$ cat config.mk
export PLATFORM = sky130hd
export DESIGN_NAME = module55_value_skid
export DESIGN_NICKNAME = d
export VERILOG_FILES = /design/src/rtl/module55_value_skid.sv
export SDC_FILE = /design/constraint.sdc
export NUM_CORES = 1
export LEC_CHECK = 0
export CAP_MARGIN = 20
export CORE_AREA = 2 2 81 83
export DETAILED_ROUTE_END_ITERATION = 12
export DIE_AREA = 0 0 83 85
export PLACE_DENSITY = 0.52
export SLEW_MARGIN = 30
export SYNTH_ARGS = -nofsm -noshare
export SYNTH_HDL_FRONTEND = slang
export SYNTH_SLANG_ARGS = --single-unit
$ cat constraint.sdc
create_clock -name i_clk -period 1.65 [get_ports i_clk]
set_input_delay 0.4125 -clock i_clk [delete_from_list [all_inputs] [get_ports i_clk]]
set_output_delay 0.4125 -clock i_clk [all_outputs]
set_load 0.02 [all_outputs]
$ cat src/rtl/module55_value_skid.sv
// Two-entry registered skid buffer: o_valid, o_ready and o_data all come from flops,
// so there is no combinational path from i_ready back to o_ready.
//
// state   | meaning
// S_EMPTY | nothing held, o_valid=0, o_ready=1
// S_ONE   | main register holds the head value, o_valid=1, o_ready=1
// S_TWO   | main holds head, skid holds the next value, o_valid=1, o_ready=0
module module55_value_skid #(
  parameter int WIDTH     = 10,
  parameter int CNT_WIDTH = 16
) (
  input  logic                 i_clk,
  input  logic                 i_rst,
  input  logic                 i_valid,
  output logic                 o_ready,
  input  logic [WIDTH-1:0]     i_data,
  output logic                 o_valid,
  input  logic                 i_ready,
  output logic [WIDTH-1:0]     o_data,
  output logic [CNT_WIDTH-1:0] o_count
);

  typedef enum logic [1:0] {
    S_EMPTY = 2'd0,
    S_ONE   = 2'd1,
    S_TWO   = 2'd2
  } state_t;

  state_t               state, state_nxt;
  logic [WIDTH-1:0]     main_q, main_nxt;
  logic [WIDTH-1:0]     skid_q, skid_nxt;
  logic                 valid_q, ready_q;
  logic [CNT_WIDTH-1:0] cnt_q;
  logic                 in_fire, out_fire;

  assign in_fire  = i_valid & ready_q;
  assign out_fire = valid_q & i_ready;

  always_comb begin
    state_nxt = state;
    main_nxt  = main_q;
    skid_nxt  = skid_q;
    case (state)
      S_EMPTY: begin
        if (in_fire) begin
          state_nxt = S_ONE;
          main_nxt  = i_data;
        end
      end
      S_ONE: begin
        case ({in_fire, out_fire})
          2'b11: main_nxt = i_data;
          2'b10: begin
            state_nxt = S_TWO;
            skid_nxt  = i_data;
          end
          2'b01: state_nxt = S_EMPTY;
          default: state_nxt = S_ONE;
        endcase
      end
      S_TWO: begin
        // o_ready is low here, so only the drain side can move
        if (out_fire) begin
          state_nxt = S_ONE;
          main_nxt  = skid_q;
        end
      end
      default: state_nxt = S_EMPTY;
    endcase
  end

  always_ff @(posedge i_clk) begin
    if (!i_rst) begin
      state   <= S_EMPTY;
      main_q  <= '0;
      skid_q  <= '0;
      valid_q <= 1'b0;
      ready_q <= 1'b1;
      cnt_q   <= '0;
    end else begin
      state   <= state_nxt;
      main_q  <= main_nxt;
      skid_q  <= skid_nxt;
      // handshake flags are precomputed from the next state to stay flop-driven
      valid_q <= (state_nxt != S_EMPTY);
      ready_q <= (state_nxt != S_TWO);
      if (out_fire)
        cnt_q <= cnt_q + CNT_WIDTH'(1);
    end
  end

  assign o_valid = valid_q;
  assign o_ready = ready_q;
  assign o_data  = main_q;
  assign o_count = cnt_q;

endmodule

Word level (Yosys, flattened, before mapping). Index checks and enable logic that the tools add are counted.

Flip-flop bits (word level): 40. Logic and storage cells: 31. Memories: 0. Output and inout bits: 28. Bits in read-only memories: 0. Latch bits: 0. Input bits: 14. Memory bits (writable): 0.

Div/mod/pow operators: 0. Muxes and demuxes: 8. Eq/ne operators: 9. Shifts and indexed selects: 0. Add/subtract/negate cells: 1. Magnitude comparators: 0. Reductions and logical operators: 5. Bitwise operators: 2. Multipliers: 0.

Operators with widths (count): 10-bit two-way mux (3); 10-bit case mux with 3 select lines (1); 16-bit by 1-bit adder with 16-bit output, second input constant (1); 2-bit case mux with 3 select lines (2); 2-bit == test, second input constant (3); 2-bit inequality test, second input constant (3); 2-bit by 1-bit == test with 1-bit output, second input constant (2); 2-bit two-way mux (2); 4-bit AND reduction (1); 3-bit nonzero test (1); 1-bit bitwise AND (2); 2-bit logical NOT (1); 2-bit by 1-bit inequality test with 1-bit output, second input constant (1); 2-bit AND reduction (1); 2-bit nonzero test (1).

Longest topological paths before layout. Gate-level depths: netlist of the first run.

Depth after elaboration: 5. Mapped depth: 5. Depth with buffers taken out: 5.

Worst setup path before layout of the first run. No wires, ideal clock.

Kind: register to register. Start point: reg cnt_q[0], in the netlist o_count[0]. End point: reg cnt_q[14], in the netlist o_count[14]. Clock period less this slack: 1519 ps. Setup slack: 131 ps. Buffers on the path: 0. Data required time: 1580 ps. Cell stages (with the launch flop): 6. Setup time: 70 ps. Arrival time: 1449 ps. Cells stage by stage: dfxtp_1 ha_1 and4_4 nand3_4 or3_1 a21boi_1.

Word-level cells in the longest chain between the ends: 1.

Ends and longest elaborated chain: start, declared (line 33) `logic [CNT_WIDTH-1:0] cnt_q;`; start signal, assigned (line 88) `cnt_q <= cnt_q + CNT_WIDTH'(1);`; 16-bit by 1-bit adder with 16-bit output (line 88).

Every way passes these cells. A chain may end at the register's enable or synchronous reset.

Worst setup path in the final report of the first run.
Start point: in i_valid. End point: reg main_q[1], in the netlist o_data[1].

Word-level cells in the longest chain between the ends: 4. Elaborated cells between the ends (all ways): 5. Those cells by class: 3 x eq/ne; 1 x bitwise; 1 x reduce/logical.

Ends and longest elaborated chain: start, declared (line 14) `input logic i_valid,`; 1-bit bitwise AND (*) (line 36) `assign in_fire = i_valid & ready_q;`; 2-bit == test (line 51) `case ({in_fire, out_fire})`; 2-bit by 1-bit inequality test with 1-bit output (no line); 4-bit AND reduction (no line) (*); end signal, assigned (line 82) `main_q <= main_nxt;`; end, declared (line 30) `logic [WIDTH-1:0] main_q, main_nxt;`.

Mark *: on every way between the ends. The rest lies on a longest branch, timed or not.

==> impl_metrics.ini, run 1 <==
[outcome]
status = completed

[global_route]
grt_max_degree = 45
grt_pass1_vias = 1382
grt-ovfl-total = 0
track_usage_pct = 11.0
grt_pass1_wl_um = 6440
antenna_found_initial = 0

[cts]
cts_setup_buffers = 0
clkSinkCount = 40
insertion_delay_ns = 0.29
ctsHoldBuffers = 0
cts_tree = done
cts_buffers = 5
htree_levels = 2
cts_buffer_depth = 2
path_clk_slew_ns = 0.08
cts-root-buf = clkbuf_8

[logic_synthesis]
synth_cell_types = 33
ys_warn_count = 0
syn-instance-count = 182
syn_nets = 197
syn_area_per_cell_um2 = 9.96
synth_area_mm2 = 0.00181
seq_area_frac_synth_pct = 44.2
synth-seq-cells = 40

[placement]
io_buffers = 41
dpl.cell_count = 303
gp_congestion = 0.745
dp.final_hpwl_um = 2500
dp_slack_ns = -0.324

[pwr]
finalPower_mw = 2.10
cellPowerDensity_mw_per_mm2 = 852
p_leak_nw = 1.31
peakVddDrop_mv = 0.464

[sta]
timing.hold.ws_ns = 0.476
setup_viol = 0
finalCriticalPeriod_ns = 1.54
tightest_slew_ns = 0.312
rsz0062_at_grt = false
final_max_slew_viol_count = 0
fmax_mhz = 649
worst_slack_ns = 0.109
min_period_over_period_pct = 93.4
finalHoldViolCount = 0
slew_headroom_pct = 79.1
finClkSkew_ns = 0.00491

[critical_path]
critPathMaxFanout = 20
critical_path_buf_inv_count = 2
path_cells = clkdlybuf4s50_1, nand4_1, o211ai_1, buf_6, nand2_1, o211a_1
end_kind = flip-flop
worstPathArrival_ns = 1.72
critical-path-top-delay-family = buffers and inverters
startpoint_type = input port
critPathSlowestCell = clkdlybuf4s50_1
critPathRequiredTime_ns = 1.83
cpPeakStageDelay_ns = 0.53
worstSetupPathType = in -> reg

[die]
dieArea_mm2 = 0.00706
pin_count = 42
core_region_area_mm2 = 0.00620
start_util_pct = 29.2
die_h_um = 85
row_count = 29
die_w_um = 83

[finish]
area_growth_pct = 35.8
fin_util_pct = 39.7
fin_cells = 311
final_common_cell = dfxtp_1
drive_gt1_share_pct = 9.83
final_cell_mix = 40 x dfxtp_1, 25 x dlygate4sd2_1, 24 x nand2_1, 24 x mux2i_1, 12 x clkdlybuf4s50_1
antenna_cells = 0
fin_nets = 248

[drt]
avgRoutedWirePerCell_um = 11.8
drc = 0
first_iter_violations = 20
totalWireLength_um = 3670
dr.pass1.iters = 3
vias = 1452
ant_nets = 0
via_per_inst = 4.67

[job]
maxCapViolCount = 0

[min_path]
hp-class = reg -> reg
## per-layer routing
layer  global-route usage [%]  part of all wire (%)
met2                     17.9                    45
met5                        0                     0
met1                     14.1                    49
met4                     3.28                  0.93
met3                     3.50                   5.6
## layout make-up
| cell class | instances | area, um2 |
|---|---|---|
| Fill cell | 651 | 3740 |
| Multi-Input combinational cell | 133 | 968 |
| Sequential cell | 40 | 801 |
| Timing Repair Buffer | 52 | 500 |
| Tap cell | 77 | 96.3 |
| Clock buffer | 6 | 82.6 |
| Clock inverter | 2 | 10.0 |
| Inverter | 1 | 3.75 |
## worst register-to-register path, cell delays in order, from the launching register on
cell and delay [ns]:
dfxtp_1 0.44, nand4_1 0.21, nor4_4 0.39, and3_1 0.23, mux2i_1 0.17
## cells in the mapped netlist
| cell | n | area (um2) |
|---|---|---|
| buf_2 | 2 | 10.0 |
| nand2_1 | 24 | 90.1 |
| and3_1 | 3 | 18.8 |
| a21boi_1 | 1 | 7.51 |
| ha_1 | 1 | 12.5 |
| and4_1 | 2 | 17.5 |
| nor2b_1 | 10 | 62.6 |
| or3_1 | 2 | 12.5 |
| and4_4 | 1 | 11.3 |
| dfxtp_1 | 40 | 801 |
| inv_1 | 1 | 3.75 |
| nand4bb_1 | 1 | 11.3 |
| clkbuf_1 | 4 | 15.0 |
| a21oi_1 | 1 | 5.00 |
| xor2_1 | 1 | 8.76 |
| buf_4 | 2 | 15.0 |
| nand2b_1 | 5 | 31.3 |
| o21ai_0 | 3 | 15.0 |
| nor4_4 | 1 | 21.3 |
| nand3_1 | 8 | 40.0 |
| and2_1 | 11 | 68.8 |
| mux2i_1 | 24 | 240 |
| a21boi_0 | 3 | 22.5 |
| nand4b_1 | 1 | 8.76 |
| nand4_1 | 5 | 31.3 |
| o211a_1 | 10 | 100 |
| o21a_1 | 1 | 7.51 |
| nand3_4 | 1 | 17.5 |
| xnor2_1 | 8 | 70.1 |
| nand3_2 | 1 | 10.0 |
| nor3_1 | 2 | 10.0 |
| and3b_1 | 1 | 8.76 |
| o211ai_1 | 1 | 7.51 |
## where the power goes
part	leakage, nW	switching, mW	internal (mW)
logic	0.934	0.182	0.183
clock network	0.0510	0.340	0.334
registers	0.326	0.0355	1.02
total	1.31	0.557	1.54
## final timing paths
kind | from | endpoint | slack, ns | cells past startpoint
setup reg to reg | o_count[3] | o_count[11] | 0.15 | 4
setup / recovery | i_valid | o_data[1] | 0.11 | 6
hold reg to reg | o_count[15] | o_count[15] | 0.48 | 2
hold / removal | o_count[15] | o_count[15] | 0.48 | 2
## through the flow
stage	setup TNS (ns)	instance area, um2
after floorplan	0	1810
after global placement	-9.13	2390
after detailed placement	-9.51	2390
after CTS	0	2450
after global routing	0	2460
final	0	2460
## state kept, by name, summed over array words and instances, names as in the netlist
register,flops
state,2
o_ready,1
skid_q,10
o_valid,1
o_count,16
o_data,10
## cell families (layout without fill, tap and decap cells)
family / after synthesis / after routing / share of synthesized area, %
adder cells (fa/ha/maj): 1 / 1 / 0.690
AND/OR/NAND/NOR: 79 / 79 / 26.0
buffers and inverters: 9 / 61 / 2.41
AO/OA/AOI/OAI: 20 / 20 / 9.11
multiplexers: 24 / 24 / 13.3
XOR/XNOR: 9 / 9 / 4.35
flip-flops: 40 / 40 / 44.2
## repair_timing
item | CTS | global route
endpoints found under the setup margin | 28 | 14
pin swaps | 1 | 0
gates resized for setup | 25 | 5
(Power assumes the default switching activity.)
==> run 2: changes to the inputs <==
Settings changed: GPL_ROUTABILITY_DRIVEN set to 0.
==> results of run 2 <==
Same layout as run 1: the final DEF is identical, and so are final timing and power.
